File: src/rtl/rv_ctrl_pkg.sv
// Shared types and constants for the multi-cycle RV32I control FSM:
// state codes, ALU operation codes, opcodes and datapath mux selects.
package rv_ctrl_pkg;

    localparam int unsigned STATE_W  = 4;
    localparam int unsigned ALU_OP_W = 4;

    typedef enum logic [STATE_W-1:0] {
        ST_IDLE      = 4'd0,
        ST_FETCH     = 4'd1,
        ST_DECODE    = 4'd2,
        ST_MEM_ADDR  = 4'd3,
        ST_MEM_READ  = 4'd4,
        ST_MEM_WRITE = 4'd5,
        ST_MEM_WB    = 4'd6,
        ST_EXEC_R    = 4'd7,
        ST_EXEC_I    = 4'd8,
        ST_ALU_WB    = 4'd9,
        ST_BRANCH    = 4'd10,
        ST_JAL       = 4'd11,
        ST_ERROR     = 4'd12
    } state_t;

    localparam logic [ALU_OP_W-1:0] ALU_ADD = 4'd0;
    localparam logic [ALU_OP_W-1:0] ALU_SUB = 4'd1;
    localparam logic [ALU_OP_W-1:0] ALU_AND = 4'd2;
    localparam logic [ALU_OP_W-1:0] ALU_OR  = 4'd3;
    localparam logic [ALU_OP_W-1:0] ALU_XOR = 4'd4;
    localparam logic [ALU_OP_W-1:0] ALU_SLT = 4'd5;
    localparam logic [ALU_OP_W-1:0] ALU_SLL = 4'd6;
    localparam logic [ALU_OP_W-1:0] ALU_SRL = 4'd7;
    localparam logic [ALU_OP_W-1:0] ALU_SRA = 4'd8;

    localparam logic [6:0] OP_LOAD   = 7'b0000011;
    localparam logic [6:0] OP_STORE  = 7'b0100011;
    localparam logic [6:0] OP_RTYPE  = 7'b0110011;
    localparam logic [6:0] OP_ITYPE  = 7'b0010011;
    localparam logic [6:0] OP_BRANCH = 7'b1100011;
    localparam logic [6:0] OP_JAL    = 7'b1101111;

    localparam logic [1:0] M2R_ALUOUT = 2'b00;
    localparam logic [1:0] M2R_MDR    = 2'b01;
    localparam logic [1:0] M2R_PC     = 2'b10;

    localparam logic [1:0] SRCA_PC    = 2'b00;
    localparam logic [1:0] SRCA_RS1   = 2'b01;
    localparam logic [1:0] SRCA_OLDPC = 2'b10;

    localparam logic [1:0] SRCB_RS2   = 2'b00;
    localparam logic [1:0] SRCB_FOUR  = 2'b01;
    localparam logic [1:0] SRCB_IMM   = 2'b10;

    // BEQ/BNE test the zero flag, BLT/BGE the signed less-than flag.
    function automatic logic branch_taken(input logic [2:0] funct3,
                                          input logic zero,
                                          input logic lt);
        case (funct3)
            3'b000:  return zero;
            3'b001:  return !zero;
            3'b100:  return lt;
            3'b101:  return !lt;
            default: return 1'b0;
        endcase
    endfunction

endpackage

File: src/rtl/rv_alu_decoder.sv
// Maps funct3/funct7[5] of an R- or I-type instruction to an ALU op code.
module rv_alu_decoder
    import rv_ctrl_pkg::*;
(
    input  logic [2:0]          funct3,
    input  logic                funct7_5,
    input  logic                is_imm,
    output logic [ALU_OP_W-1:0] alu_op
);

    // funct7[5] only qualifies SUB for register ops and SRA for both.
    always_comb begin
        alu_op = ALU_ADD;
        case (funct3)
            3'b000:  alu_op = (funct7_5 && !is_imm) ? ALU_SUB : ALU_ADD;
            3'b001:  alu_op = ALU_SLL;
            3'b010:  alu_op = ALU_SLT;
            3'b100:  alu_op = ALU_XOR;
            3'b101:  alu_op = funct7_5 ? ALU_SRA : ALU_SRL;
            3'b110:  alu_op = ALU_OR;
            3'b111:  alu_op = ALU_AND;
            default: alu_op = ALU_ADD;
        endcase
    end

endmodule

File: src/rtl/rv_multicycle_ctrl.sv
// Multi-cycle RV32I control FSM with memory wait states and bus timeout.
// Define ILLEGAL_TRAP_EN to trap unsupported opcodes into ERROR.
module rv_multicycle_ctrl
    import rv_ctrl_pkg::*;
#(
    parameter int unsigned ALU_CTRL_W  = 4,
    parameter int unsigned MEM_TIMEOUT = 16
) (
    input  logic                  clk,
    input  logic                  reset,
    input  logic [6:0]            opcode,
    input  logic [2:0]            funct3,
    input  logic                  funct7_5,
    input  logic                  zero,
    input  logic                  lt,
    input  logic                  mem_ready,
    output logic                  pc_en,
    output logic                  i_or_d,
    output logic                  mem_req,
    output logic                  mem_write,
    output logic                  ir_write,
    output logic                  reg_write,
    output logic [1:0]            mem_to_reg,
    output logic [1:0]            alu_src_a,
    output logic [1:0]            alu_src_b,
    output logic [ALU_CTRL_W-1:0] alu_control,
    output logic                  pc_src,
    output logic                  mem_err,
    output logic                  illegal,
    output logic [3:0]            state_o
);

    localparam int unsigned CNT_W = (MEM_TIMEOUT > 1) ? $clog2(MEM_TIMEOUT) : 1;
    localparam logic [CNT_W-1:0] CNT_LAST = CNT_W'(MEM_TIMEOUT - 32'd1);

    state_t                state;
    state_t                state_next;
    logic [CNT_W-1:0]      wait_cnt;
    logic [CNT_W-1:0]      wait_cnt_next;
    logic                  timeout_hit;
    logic                  timeout_err;
    logic [ALU_OP_W-1:0]   dec_op;
    logic [ALU_OP_W-1:0]   alu_op;
`ifdef ILLEGAL_TRAP_EN
    logic                  illegal_err;
`endif

    rv_alu_decoder u_alu_decoder (
        .funct3   (funct3),
        .funct7_5 (funct7_5),
        .is_imm   (state == ST_EXEC_I),
        .alu_op   (dec_op)
    );

    // Expiry is the cycle that would be the MEM_TIMEOUT-th wait; a ready in that cycle wins.
    assign timeout_hit = (MEM_TIMEOUT != 0) && !mem_ready && (wait_cnt == CNT_LAST);

    assign alu_control = ALU_CTRL_W'(alu_op);
    assign state_o     = STATE_W'(state);

    // State register, wait counter and sticky error flags.
    always_ff @(posedge clk or negedge reset) begin
        if (!reset) begin
            state    <= ST_IDLE;
            wait_cnt <= '0;
            mem_err  <= 1'b0;
        end else begin
            state    <= state_next;
            wait_cnt <= wait_cnt_next;
            mem_err  <= mem_err | timeout_err;
        end
    end

`ifdef ILLEGAL_TRAP_EN
    always_ff @(posedge clk or negedge reset) begin
        if (!reset) begin
            illegal <= 1'b0;
        end else begin
            illegal <= illegal | illegal_err;
        end
    end
`else
    assign illegal = 1'b0;
`endif

    // Counter restarts on every state change and counts stalled memory cycles.
    always_comb begin
        wait_cnt_next = wait_cnt;
        if (state_next != state) begin
            wait_cnt_next = '0;
        end else if ((MEM_TIMEOUT != 0) && mem_req && !mem_ready) begin
            wait_cnt_next = wait_cnt + CNT_W'(1);
        end
    end

    // Next-state and datapath control decode.
    always_comb begin
        state_next  = state;
        pc_en       = 1'b0;
        i_or_d      = 1'b0;
        mem_req     = 1'b0;
        mem_write   = 1'b0;
        ir_write    = 1'b0;
        reg_write   = 1'b0;
        mem_to_reg  = M2R_ALUOUT;
        alu_src_a   = SRCA_PC;
        alu_src_b   = SRCB_RS2;
        alu_op      = ALU_ADD;
        pc_src      = 1'b0;
        timeout_err = 1'b0;
`ifdef ILLEGAL_TRAP_EN
        illegal_err = 1'b0;
`endif
        case (state)
            ST_IDLE: state_next = ST_FETCH;
            ST_FETCH: begin
                mem_req   = 1'b1;
                alu_src_b = SRCB_FOUR;
                if (mem_ready) begin
                    ir_write   = 1'b1;
                    pc_en      = 1'b1;
                    state_next = ST_DECODE;
                end else if (timeout_hit) begin
                    timeout_err = 1'b1;
                    state_next  = ST_ERROR;
                end
            end
            ST_DECODE: begin
                alu_src_a = SRCA_OLDPC;
                alu_src_b = SRCB_IMM;
                case (opcode)
                    OP_LOAD, OP_STORE: state_next = ST_MEM_ADDR;
                    OP_RTYPE:          state_next = ST_EXEC_R;
                    OP_ITYPE:          state_next = ST_EXEC_I;
                    OP_BRANCH:         state_next = ST_BRANCH;
                    OP_JAL:            state_next = ST_JAL;
                    default: begin
`ifdef ILLEGAL_TRAP_EN
                        illegal_err = 1'b1;
                        state_next  = ST_ERROR;
`else
                        state_next  = ST_FETCH;
`endif
                    end
                endcase
            end
            ST_MEM_ADDR: begin
                alu_src_a  = SRCA_RS1;
                alu_src_b  = SRCB_IMM;
                state_next = (opcode == OP_LOAD) ? ST_MEM_READ : ST_MEM_WRITE;
            end
            ST_MEM_READ, ST_MEM_WRITE: begin
                mem_req   = 1'b1;
                i_or_d    = 1'b1;
                mem_write = (state == ST_MEM_WRITE);
                if (mem_ready) begin
                    state_next = (state == ST_MEM_READ) ? ST_MEM_WB : ST_FETCH;
                end else if (timeout_hit) begin
                    timeout_err = 1'b1;
                    state_next  = ST_ERROR;
                end
            end
            ST_MEM_WB: begin
                reg_write  = 1'b1;
                mem_to_reg = M2R_MDR;
                state_next = ST_FETCH;
            end
            ST_EXEC_R: begin
                alu_src_a  = SRCA_RS1;
                alu_op     = dec_op;
                state_next = ST_ALU_WB;
            end
            ST_EXEC_I: begin
                alu_src_a  = SRCA_RS1;
                alu_src_b  = SRCB_IMM;
                alu_op     = dec_op;
                state_next = ST_ALU_WB;
            end
            ST_ALU_WB: begin
                reg_write  = 1'b1;
                state_next = ST_FETCH;
            end
            ST_BRANCH: begin
                alu_src_a  = SRCA_RS1;
                alu_op     = ALU_SUB;
                pc_src     = 1'b1;
                pc_en      = branch_taken(funct3, zero, lt);
                state_next = ST_FETCH;
            end
            ST_JAL: begin
                reg_write  = 1'b1;
                mem_to_reg = M2R_PC;
                pc_en      = 1'b1;
                pc_src     = 1'b1;
                state_next = ST_FETCH;
            end
            ST_ERROR: state_next = ST_ERROR;
            default:  state_next = ST_IDLE;
        endcase
    end

endmodule

File: config.mk
export PLATFORM = sky130hd
export DESIGN_NAME = rv_multicycle_ctrl
export DESIGN_NICKNAME = d
export VERILOG_FILES = /design/src/rtl/rv_ctrl_pkg.sv /design/src/rtl/rv_alu_decoder.sv /design/src/rtl/rv_multicycle_ctrl.sv
export SDC_FILE = /design/constraint.sdc
export NUM_CORES = 1
export LEC_CHECK = 0
export BUFFER_PORTS_ARGS = -buffer_cell sky130_fd_sc_hd__buf_2
export CAP_MARGIN = 20
export CORE_ASPECT_RATIO = 0.5
export CORE_MARGIN = 2
export CORE_UTILIZATION = 30
export DETAILED_ROUTE_END_ITERATION = 12
export GPL_ROUTABILITY_DRIVEN = 1
export PLACE_DENSITY = 0.59
export SLEW_MARGIN = 20
export SYNTH_ARGS = -nofsm -noshare
export SYNTH_HDL_FRONTEND = slang
export SYNTH_SLANG_ARGS = --single-unit
File: constraint.sdc
create_clock -name clk -period 5.2 [get_ports clk]
set_input_delay 0.78 -clock clk [delete_from_list [all_inputs] [get_ports clk]]
set_output_delay 0.78 -clock clk [all_outputs]
set_load 0.01 [all_outputs]
==> run metrics, run 1 <==
outcome completed; Pleak 0.592 nW; share of cells above drive strength 1 32.9%; CP Data Arrival Time 2.09 ns; clk_lat worst skew 0.24 ns; yosys warns 0; DR iter-0 viols 85; total vias in the final route 974; worst-path maximum fanout 19; row count 14; Async SR Flop Fraction 100%; Rel. slew slack 55.1%; period utilisation layout 55.3%; H-tree levels 1; synthesized area 1010 sq um; post-layout min period 2.87 ns; maximum capacitance violations 0; r2r setup slk 3.03 ns; Post-Syn Nets 138; CP startpoint state_o[3]; PortBufs 37; Post-synth EDFFs 0; Fin Clk Skew 0.00312 ns; Reg2Reg Launch Point state_o[0]; CP Launch Type register; ANT nets after route 0; global-route wire length before repair 3850 um; ANT cells 0; Area after DPL 1160 sq um; Worst Path Required 4.42 ns; Mapped Cells 121; critical path type reg -> out; Finished Cell Area 1210 sq um; CP Capture Type output port; pin count of the biggest net entering global routing 20; synth top area cells dfrtp_1, buf_6, nand2_1; Tot Pwr 0.537 mW; setup violators final 0; Total Routed Length 2410 um; power density cells 445 nW/um^2; global placement routability congestion 0.767; CTS Buffer Depth 2; VDD IR max 97.3 uV; Unique masters post-synth 49; Syn-to-layout area delta 19.3%; TritonCTS Buffers 3; DP HPWL 1870 um; Min-Delay Path Class in -> async; hold-fix buffer count after cts 0; setup TNS 0 ns; post-CTS setup buffers 0; fin. max-slew vios 0; CTS tree yes; initial core utilization 32.5%; Sink Count 9; final net count 170; PostCTS Resize Cnt 0; core area 3120 sq um; vias per inst 5.07; Die Height 45.1 um; Global Route Usage Sum 12.6%; worst slew pin tran 0.674 ns; setup repair after global routing missed its margin false; sequential area share after synthesis 22.2%; Mean Syn Cell Area 8.38 sq um; die area 3890 sq um; wire per inst 12.5 um; initial antenna violation count 0; synthesis-stage register bit count 9; number of global-route vias before repair 841; share of the synthesized area in the top cell type 22.2%; Ports 39; grt ovf 0; DRC violations left 0; f_max 348 MHz; synth cell count leaders nand2_1, nor2_1, dfrtp_1; Clk pin slew, worst setup/hold paths 0.04 ns; area leader, netlist dfrtp_1; DRT Pass-1 Iters 4; Most used DFF post-synth dfrtp_1; Clock Root Buffer clkbuf_8; Die Wd 86.2 um; Fin. Hold Viols 0
==> per-layer routing <==
layer	wire length, um	global-route usage [%]	up-vias
li1	-	-	503
met1	1230	16.8	440
met2	1040	20.8	26
met3	123	3.11	5
met4	14	3.75	0
met5	0	0	-
==> cells by family after synthesis <==
logic type / count (synthesis) / synth area share [%]
mux: 3 / 3.33
simple gates: 57 / 36.1
fa+ha+maj: 1 / 1.23
xor+xnor: 6 / 5.19
other cells: 1 / 0.370
compound gates: 29 / 21.4
buf+inv: 15 / 10.2
flops: 9 / 22.2
==> registers in the layout, summed over array words and instances (netlist names) <==
name / count
state_o: 4
wait_cnt: 4
mem_err: 1
==> report_power, final <==
group / leakage, nW / switching, mW / internal [mW]
Combinational: 0.449 / 0.161 / 0.140
Clock: 0.0228 / 0.0284 / 0.0535
Sequential: 0.120 / 0.0694 / 0.0850
==> cell type report <==
class	count	area, sq um
well taps	40	50.0
repair buffers	37	185
flip-flops and latches	9	225
inverters	5	18.8
multi-input cells	97	684
clock buffers	4	45.0
fillers	323	1910
==> through the flow <==
step	util [%]	hold WS, ns	setup WS [ns]	instances
6_report	38.8	0.387	2.33	192
5_1_grt	38.8	0.395	2.16	192
4_1_cts	38.8	0.394	2.33	192
3_5_place_dp	37.3	0.440	2.59	188
3_3_place_gp	37.3	0.438	2.64	188
2_1_floorplan	-	0.484	2.69	121
==> critical path, cell delays in order, from the launching register on <==
cell and delay, ns:
dfrtp_1 0.77, and2b_1 0.28, nand2_1 0.10, o21a_1 0.17, a2111oi_1 0.35, buf_2 0.20
==> worst paths after layout <==
check / to / depth (start not counted)
worst max-delay path: alu_control[2] / 5
worst min-delay path: wait_cnt[3] / 1
worst max register to register: wait_cnt[0] / 5
worst min register to register: mem_err / 1
max in group asynchronous: wait_cnt[2] / 1
min in group clk: mem_err / 1
==> cell usage in the layout (no fill, tap or decap), drive strengths merged, types with 3 or more instances in the layout <==
cell,instances
a21oi,6
nor3,8
inv,5
mux2i,3
buf,37
clkbuf,4
o21a,3
nor4,6
nand2,12
xor2,5
nand2b,3
a21o,4
dfrtp,9
nor2,12
Note: power is estimated with default switching activity, not from simulation.
==> run 2, diff against run 1 <==
ABC_AREA = 1   (was default)
PLACE_DENSITY = 0.61   (was 0.59)
clock period = 2.6 ns   (was 5.2 ns; I/O delays follow)
==> run 2 against run 1 <==
Effect of this change:
- via count is 15% higher
- combinational power grew to 2.6 times the previous value
- critical endpoint is now alu_control[0]
- critical path type unchanged
- flip-flop and latch count did not move
==> run metrics, run 2 <==
most numerous cell in the Yosys netlist nand2_1; share of the synthesized area in the top cell type 21.8% (-0.38 points); grt ovf 0 (unchanged); Clk pin slew, worst setup/hold paths 0.04 ns (about the same); CTS tree yes; VDD IR max 338 uV (+250%); setup TNS 0 ns (unchanged); initial core utilization 32.9% (+0.38 points); die area 3950 sq um (+1.6%); wire per inst 10.3 um (-17%); Pleak 0.708 nW (+20%); Syn-to-layout area delta 26.0%; clock share of power 13.5% (-1.7 points); Min-Delay Path Class reg -> reg; area leader, netlist dfrtp_1; Sw Ratio 53.0% (+4.9 points); Net Switching 0.633 mW (+140%); Die Wd 86.9 um (+0.82%); Fin Clk Skew 0.000467 ns (-0.00266 ns); post-layout min period 2.11 ns; DP HPWL 2160 um (+16%); global-route wire length before repair 4440 um (+15%); f_max 473 MHz; yosys warns 0 (unchanged); synth cell count leaders nand2_1, nor2_1, inv_1; Post-synth EDFFs 0 (unchanged); power density cells 919 nW/um^2 (+110%); row count 14 (unchanged); synthesized area 1030 sq um (+1.7%); pin count of the biggest net entering global routing 11 (-45%); Ports 39 (unchanged); DR iter-0 viols 69 (-19%); Worst Path Required 2.21 ns (-2.21 ns); ANT cells 0 (unchanged); global placement routability congestion 0.942 (+23%); Internal 0.561 mW (+100%); outcome completed; core area 3140 sq um (+0.56%); H-tree levels 1 (unchanged); critical path type reg -> out; Mapped Cells 167 (+38%); Post-Syn Nets 184 (+33%); Area after DPL 1240 sq um (+6.9%); setup violators final 0 (unchanged); fin. max-slew vios 0 (unchanged); most common cell after layout, fill and taps aside nand2_1; Fin. Hold Viols 0 (unchanged); DRC violations left 0 (unchanged); most frequent cells in the layout nand2_1, buf_2, nor2_1; Finished Cell Area 1300 sq um (+7.5%); Die Height 45.5 um (+0.79%); Clock Root Buffer clkbuf_8; maximum capacitance violations 0 (unchanged); Total Routed Length 2540 um (+5.7%); CP Data Arrival Time 1.72 ns (-0.37 ns); ANT nets after route 0 (unchanged); share of cells above drive strength 1 33.5% (+0.60 points); initial antenna violation count 0 (unchanged); post-CTS setup buffers 0 (unchanged); total vias in the final route 1120 (+15%); final net count 224 (+32%); vias per inst 4.55 (-10%); TritonCTS Buffers 3 (unchanged); clk_lat worst skew 0.23 ns (about the same); number of global-route vias before repair 1041 (+24%); synthesis-stage register bit count 9 (unchanged); Reg power frac 20.3% (-8.4 points); sequential area share after synthesis 21.8% (-0.38 points); PortBufs 37 (unchanged); Sink Count 9 (unchanged); DRT Pass-1 Iters 4 (unchanged); Global Route Usage Sum 14.3% (+1.7 points); CTS Buffer Depth 2 (unchanged); Comb pwr share 66.2% (+10 points); Mean Syn Cell Area 6.17 sq um (-26%); setup repair after global routing missed its margin false; CP Capture Type output port; period utilisation layout 81.3%; CP Launch Type register; synth top area cells dfrtp_1, nand2_1, nor2_1; worst-path maximum fanout 10 (-9); Most used DFF post-synth dfrtp_1; Unique masters post-synth 29 (-41%); Async SR Flop Fraction 100% (unchanged)
[run 2: per-stage QoR]
step / instances / utilization, % / power [mW] / hold WS, ns / setup WS, ns
detailed placement: 241 / 39.7 / 1.05 / 0.247 / 0.736
finish: 246 / 41.4 / 1.19 / 0.457 / 0.486
floorplan: 167 / - / 0.841 / 0.0944 / 0.912
CTS: 246 / 41.4 / 1.21 / 0.462 / 0.483
global placement: 241 / 39.7 / 1.04 / 0.249 / 0.843
global route: 246 / 41.4 / 1.32 / 0.495 / 0.324
[run 2: layout make-up]
| cell class | count | area (sq um) |
|---|---|---|
| clock buffer | 4 | 45.0 |
| fill | 347 | 1840 |
| sequential | 9 | 225 |
| inverter | 23 | 86.3 |
| tap | 40 | 50.0 |
| timing repair buffer | 38 | 195 |
| multi-input combinational | 132 | 697 |
[run 2: power groups by stage]
| stage | clock (mW) | sequential (mW) | combinational, mW |
|---|---|---|---|
| 2_1_floorplan | 0 | 0.213 | 0.629 |
| 3_3_place_gp | 0 | 0.240 | 0.804 |
| 3_5_place_dp | 0 | 0.244 | 0.803 |
| 4_1_cts | 0.163 | 0.242 | 0.807 |
| 5_1_grt | 0.172 | 0.252 | 0.899 |
| 6_report | 0.161 | 0.242 | 0.791 |
[run 2: timing repair]
| action | 4_1_cts | 5_1_grt |
|---|---|---|
| resized for setup | 0 | 0 |
| hold endpoints to repair | 4 | 0 |
| hold buffers | 1 | 0 |
[run 2: worst paths after layout]
kind / start / end / slack [ns] / depth (start not counted)
hold / removal: mem_err / mem_err / 0.46 / 2
hold reg to reg: mem_err / mem_err / 0.46 / 2
min in group asynchronous: reset / state_o[1] / 0.53 / 2
max in group asynchronous: reset / wait_cnt[1] / 1.90 / 2
setup reg to reg: state_o[0] / wait_cnt[0] / 0.90 / 8
setup / recovery: state_o[0] / alu_control[0] / 0.49 / 5
[run 2: worst max-delay path: stages, from the launching register on]
cell and delay [ns]:
dfrtp_1 0.58, nand2_1 0.15, o21ai_2 0.27, inv_1 0.11
o21ai_0 0.22, buf_2 0.17
[run 2: routing by layer]
layer / GRT usage (%) / part of all wire [%]
met1: 19.2 / 50
met2: 24.7 / 46
met3: 1.63 / 2.9
met4: 4.69 / 0.47
met5: 0 / 0
[run 2: cells by family after synthesis]
logic type	Yosys count	share of synthesized area, %
DFF	9	21.8
AOI/OAI and AO/OA	20	11.5
other	1	0.364
adders and majority gates	1	1.21
xor gates and xnor gates	3	2.55
and+or+nand+nor	107	51.9
buffers and inverters	26	10.6
==> run 3, diff against run 2 <==
ABC_AREA = 0   (was 1)
PLACE_DENSITY = 0.59   (was 0.61)
clock period = 2.2 ns   (was 2.6 ns; I/O delays follow)
==> run 3 against run 2 <==
Effect of this change:
- flip-flop and latch count did not move
- hold slack better by 0.012 ns
- clock skew up 0.0033 ns
- sequential power up 16%
- total power grew 13%
- count of clock-buffer cells in the layout did not move
- critical path depth unchanged
- final cell count shrank 19%
- die area is 1.6% lower
- combinational power is 12% higher
- largest cell class unchanged
==> run metrics, run 3 (same netlist as run 1, synthesis figures left out) <==
outcome completed; DR iter-0 viols 101 (+46%); most frequent cells in the layout buf_2, nand2_1, nor2_1; global-route wire length before repair 4050 um (-8.7%); core area 3120 sq um (-0.56%); total vias in the final route 1045 (-6.7%); Sw Ratio 46.7% (-6.3 points); initial antenna violation count 0 (unchanged); clk_lat worst skew 0.23 ns (about the same); Syn-to-layout area delta 26.0% (about the same); Sink Count 9 (unchanged); grt ovf 0 (unchanged); critical path type reg -> out; power density cells 1060 nW/um^2 (+15%); DRC violations left 0 (unchanged); VDD IR max 287 uV (-15%); Ports 39 (unchanged); pin count of the biggest net entering global routing 14 (+3); Tot Pwr 1.35 mW (+13%); Die Wd 86.2 um (-0.82%); maximum capacitance violations 0 (unchanged); vias per inst 5.25 (+15%); CTS tree yes; Fin Clk Skew 0.00374 ns (+0.00327 ns); Die Height 45.1 um (-0.78%); clock share of power 13.8% (+0.3 points); final net count 177 (-21%); wire per inst 12.7 um (+23%); ANT nets after route 0 (unchanged); TritonCTS Buffers 3 (unchanged); setup repair after global routing missed its margin false; PortBufs 37 (unchanged); CTS Buffer Depth 2 (unchanged); initial core utilization 32.5% (-0.38 points); worst-path maximum fanout 8 (-2); CP Capture Type output port; fin. max-slew vios 0 (unchanged); global placement routability congestion 0.892 (-5.4%); post-layout min period 2.08 ns; share of cells above drive strength 1 37.7% (+4.2 points); Multi-input gate area 697 sq um (unchanged); Clock Root Buffer clkbuf_8; Sequential Area 226 sq um (+0.56%); # fillers 321 (-7.5%); Internal 0.718 mW (+28%); setup TNS 0 ns (unchanged); DRT Pass-1 Iters 4 (unchanged); H-tree levels 1 (unchanged); period utilisation layout 94.5%; f_max 481 MHz; CP Launch Type register; Core Util, Final 41.0% (-0.45 points); Min-Delay Path Class reg -> reg; die area 3890 sq um (-1.6%); Global Route Usage Sum 13.1% (-1.2 points); row count 14 (unchanged); most common cell after layout, fill and taps aside buf_2; DP HPWL 1970 um (-8.9%); Pleak 0.629 nW (-11%); Worst Path Required 1.87 ns (-0.34 ns); Fin. Hold Viols 0 (unchanged); setup violators final 0 (unchanged); Comb pwr share 65.4% (-0.8 points); Total Routed Length 2530 um (-0.71%); Clk pin slew, worst setup/hold paths 0.04 ns (about the same); CP Data Arrival Time 1.75 ns (+0.03 ns); Net Switching 0.630 mW (-0.38%); Reg power frac 20.8% (+0.5 points); number of global-route vias before repair 907 (-13%); ANT cells 0 (unchanged)
run 3: cell count changes in the layout (fill, tap and decap cells not counted), sizes merged, moves of 4 or more:
| cell | change |
|---|---|
| nand2 | -37 |
| inv | -18 |
| nand3 | -18 |
| nor2 | -17 |
| o21ai | -7 |
| buf | +6 |
| nor4 | +6 |
| a21o | +4 |
run 3: worst paths after layout:
| kind | cells after the start | slack (ns) | endpoint | startpoint |
|---|---|---|---|---|
| hold / removal | 1 | 0.47 | mem_err | mem_err |
| setup / recovery | 5 | 0.12 | alu_control[2] | state_o[2] |
| min in group asynchronous | 2 | 0.49 | state_o[3] | reset |
| max in group asynchronous | 2 | 1.50 | state_o[0] | reset |
| hold reg to reg | 1 | 0.47 | mem_err | mem_err |
| setup reg to reg | 6 | 0.31 | wait_cnt[3] | state_o[1] |
run 3: worst max-delay path, cell delays in order (launching register included):
cell	delay, ns
dfrtp_1	0.46
and2b_1	0.30
nand2_1	0.09
o21a_1	0.17
a2111oi_2	0.32
buf_2	0.18
run 3: per-layer routing:
metal	part of all wire, %	routed length, um	vias to the layer above	track usage, %
met5	0	0	-	0
met4	0	0	0	1.88
met3	5.6	142	0	1.65
met2	48	1210	42	22.5
met1	47	1180	484	18.6
li1	-	-	519	-
run 3: cell type report:
cell class	count	area share, %
Multi-Input combinational cell	97	54.6
Timing Repair Buffer	44	18.8
Sequential cell	9	17.7
Tap cell	40	3.92
Clock buffer	4	3.53
Inverter	5	1.47
run 3: repair_timing:
item,in CTS,in global routing
setup endpoints to repair,0,2
gates resized for setup,0,4
endpoints found under the hold margin,9,0
buffers inserted,0,0
hold buffers,1,0
run 3: power groups by stage:
stage	logic (mW)	registers (mW)	clock network (mW)
2_1_floorplan	0.685	0.243	0
3_3_place_gp	0.873	0.274	0
3_5_place_dp	0.870	0.276	0
4_1_cts	0.877	0.275	0.192
5_1_grt	0.973	0.290	0.202
6_report	0.882	0.280	0.186
run 3: metrics by stage:
stage                     instance area (sq um)  worst slack (ns)  hold slack, ns  std cells
after floorplan                            1010             0.144          0.0344        121
after global placement                     1210             0.282           0.188        194
after global routing                       1280            0.0128           0.494        199
final                                      1280             0.121           0.468        199
after detailed placement                   1210             0.284           0.193        194
after CTS                                  1260            0.0176           0.472        199
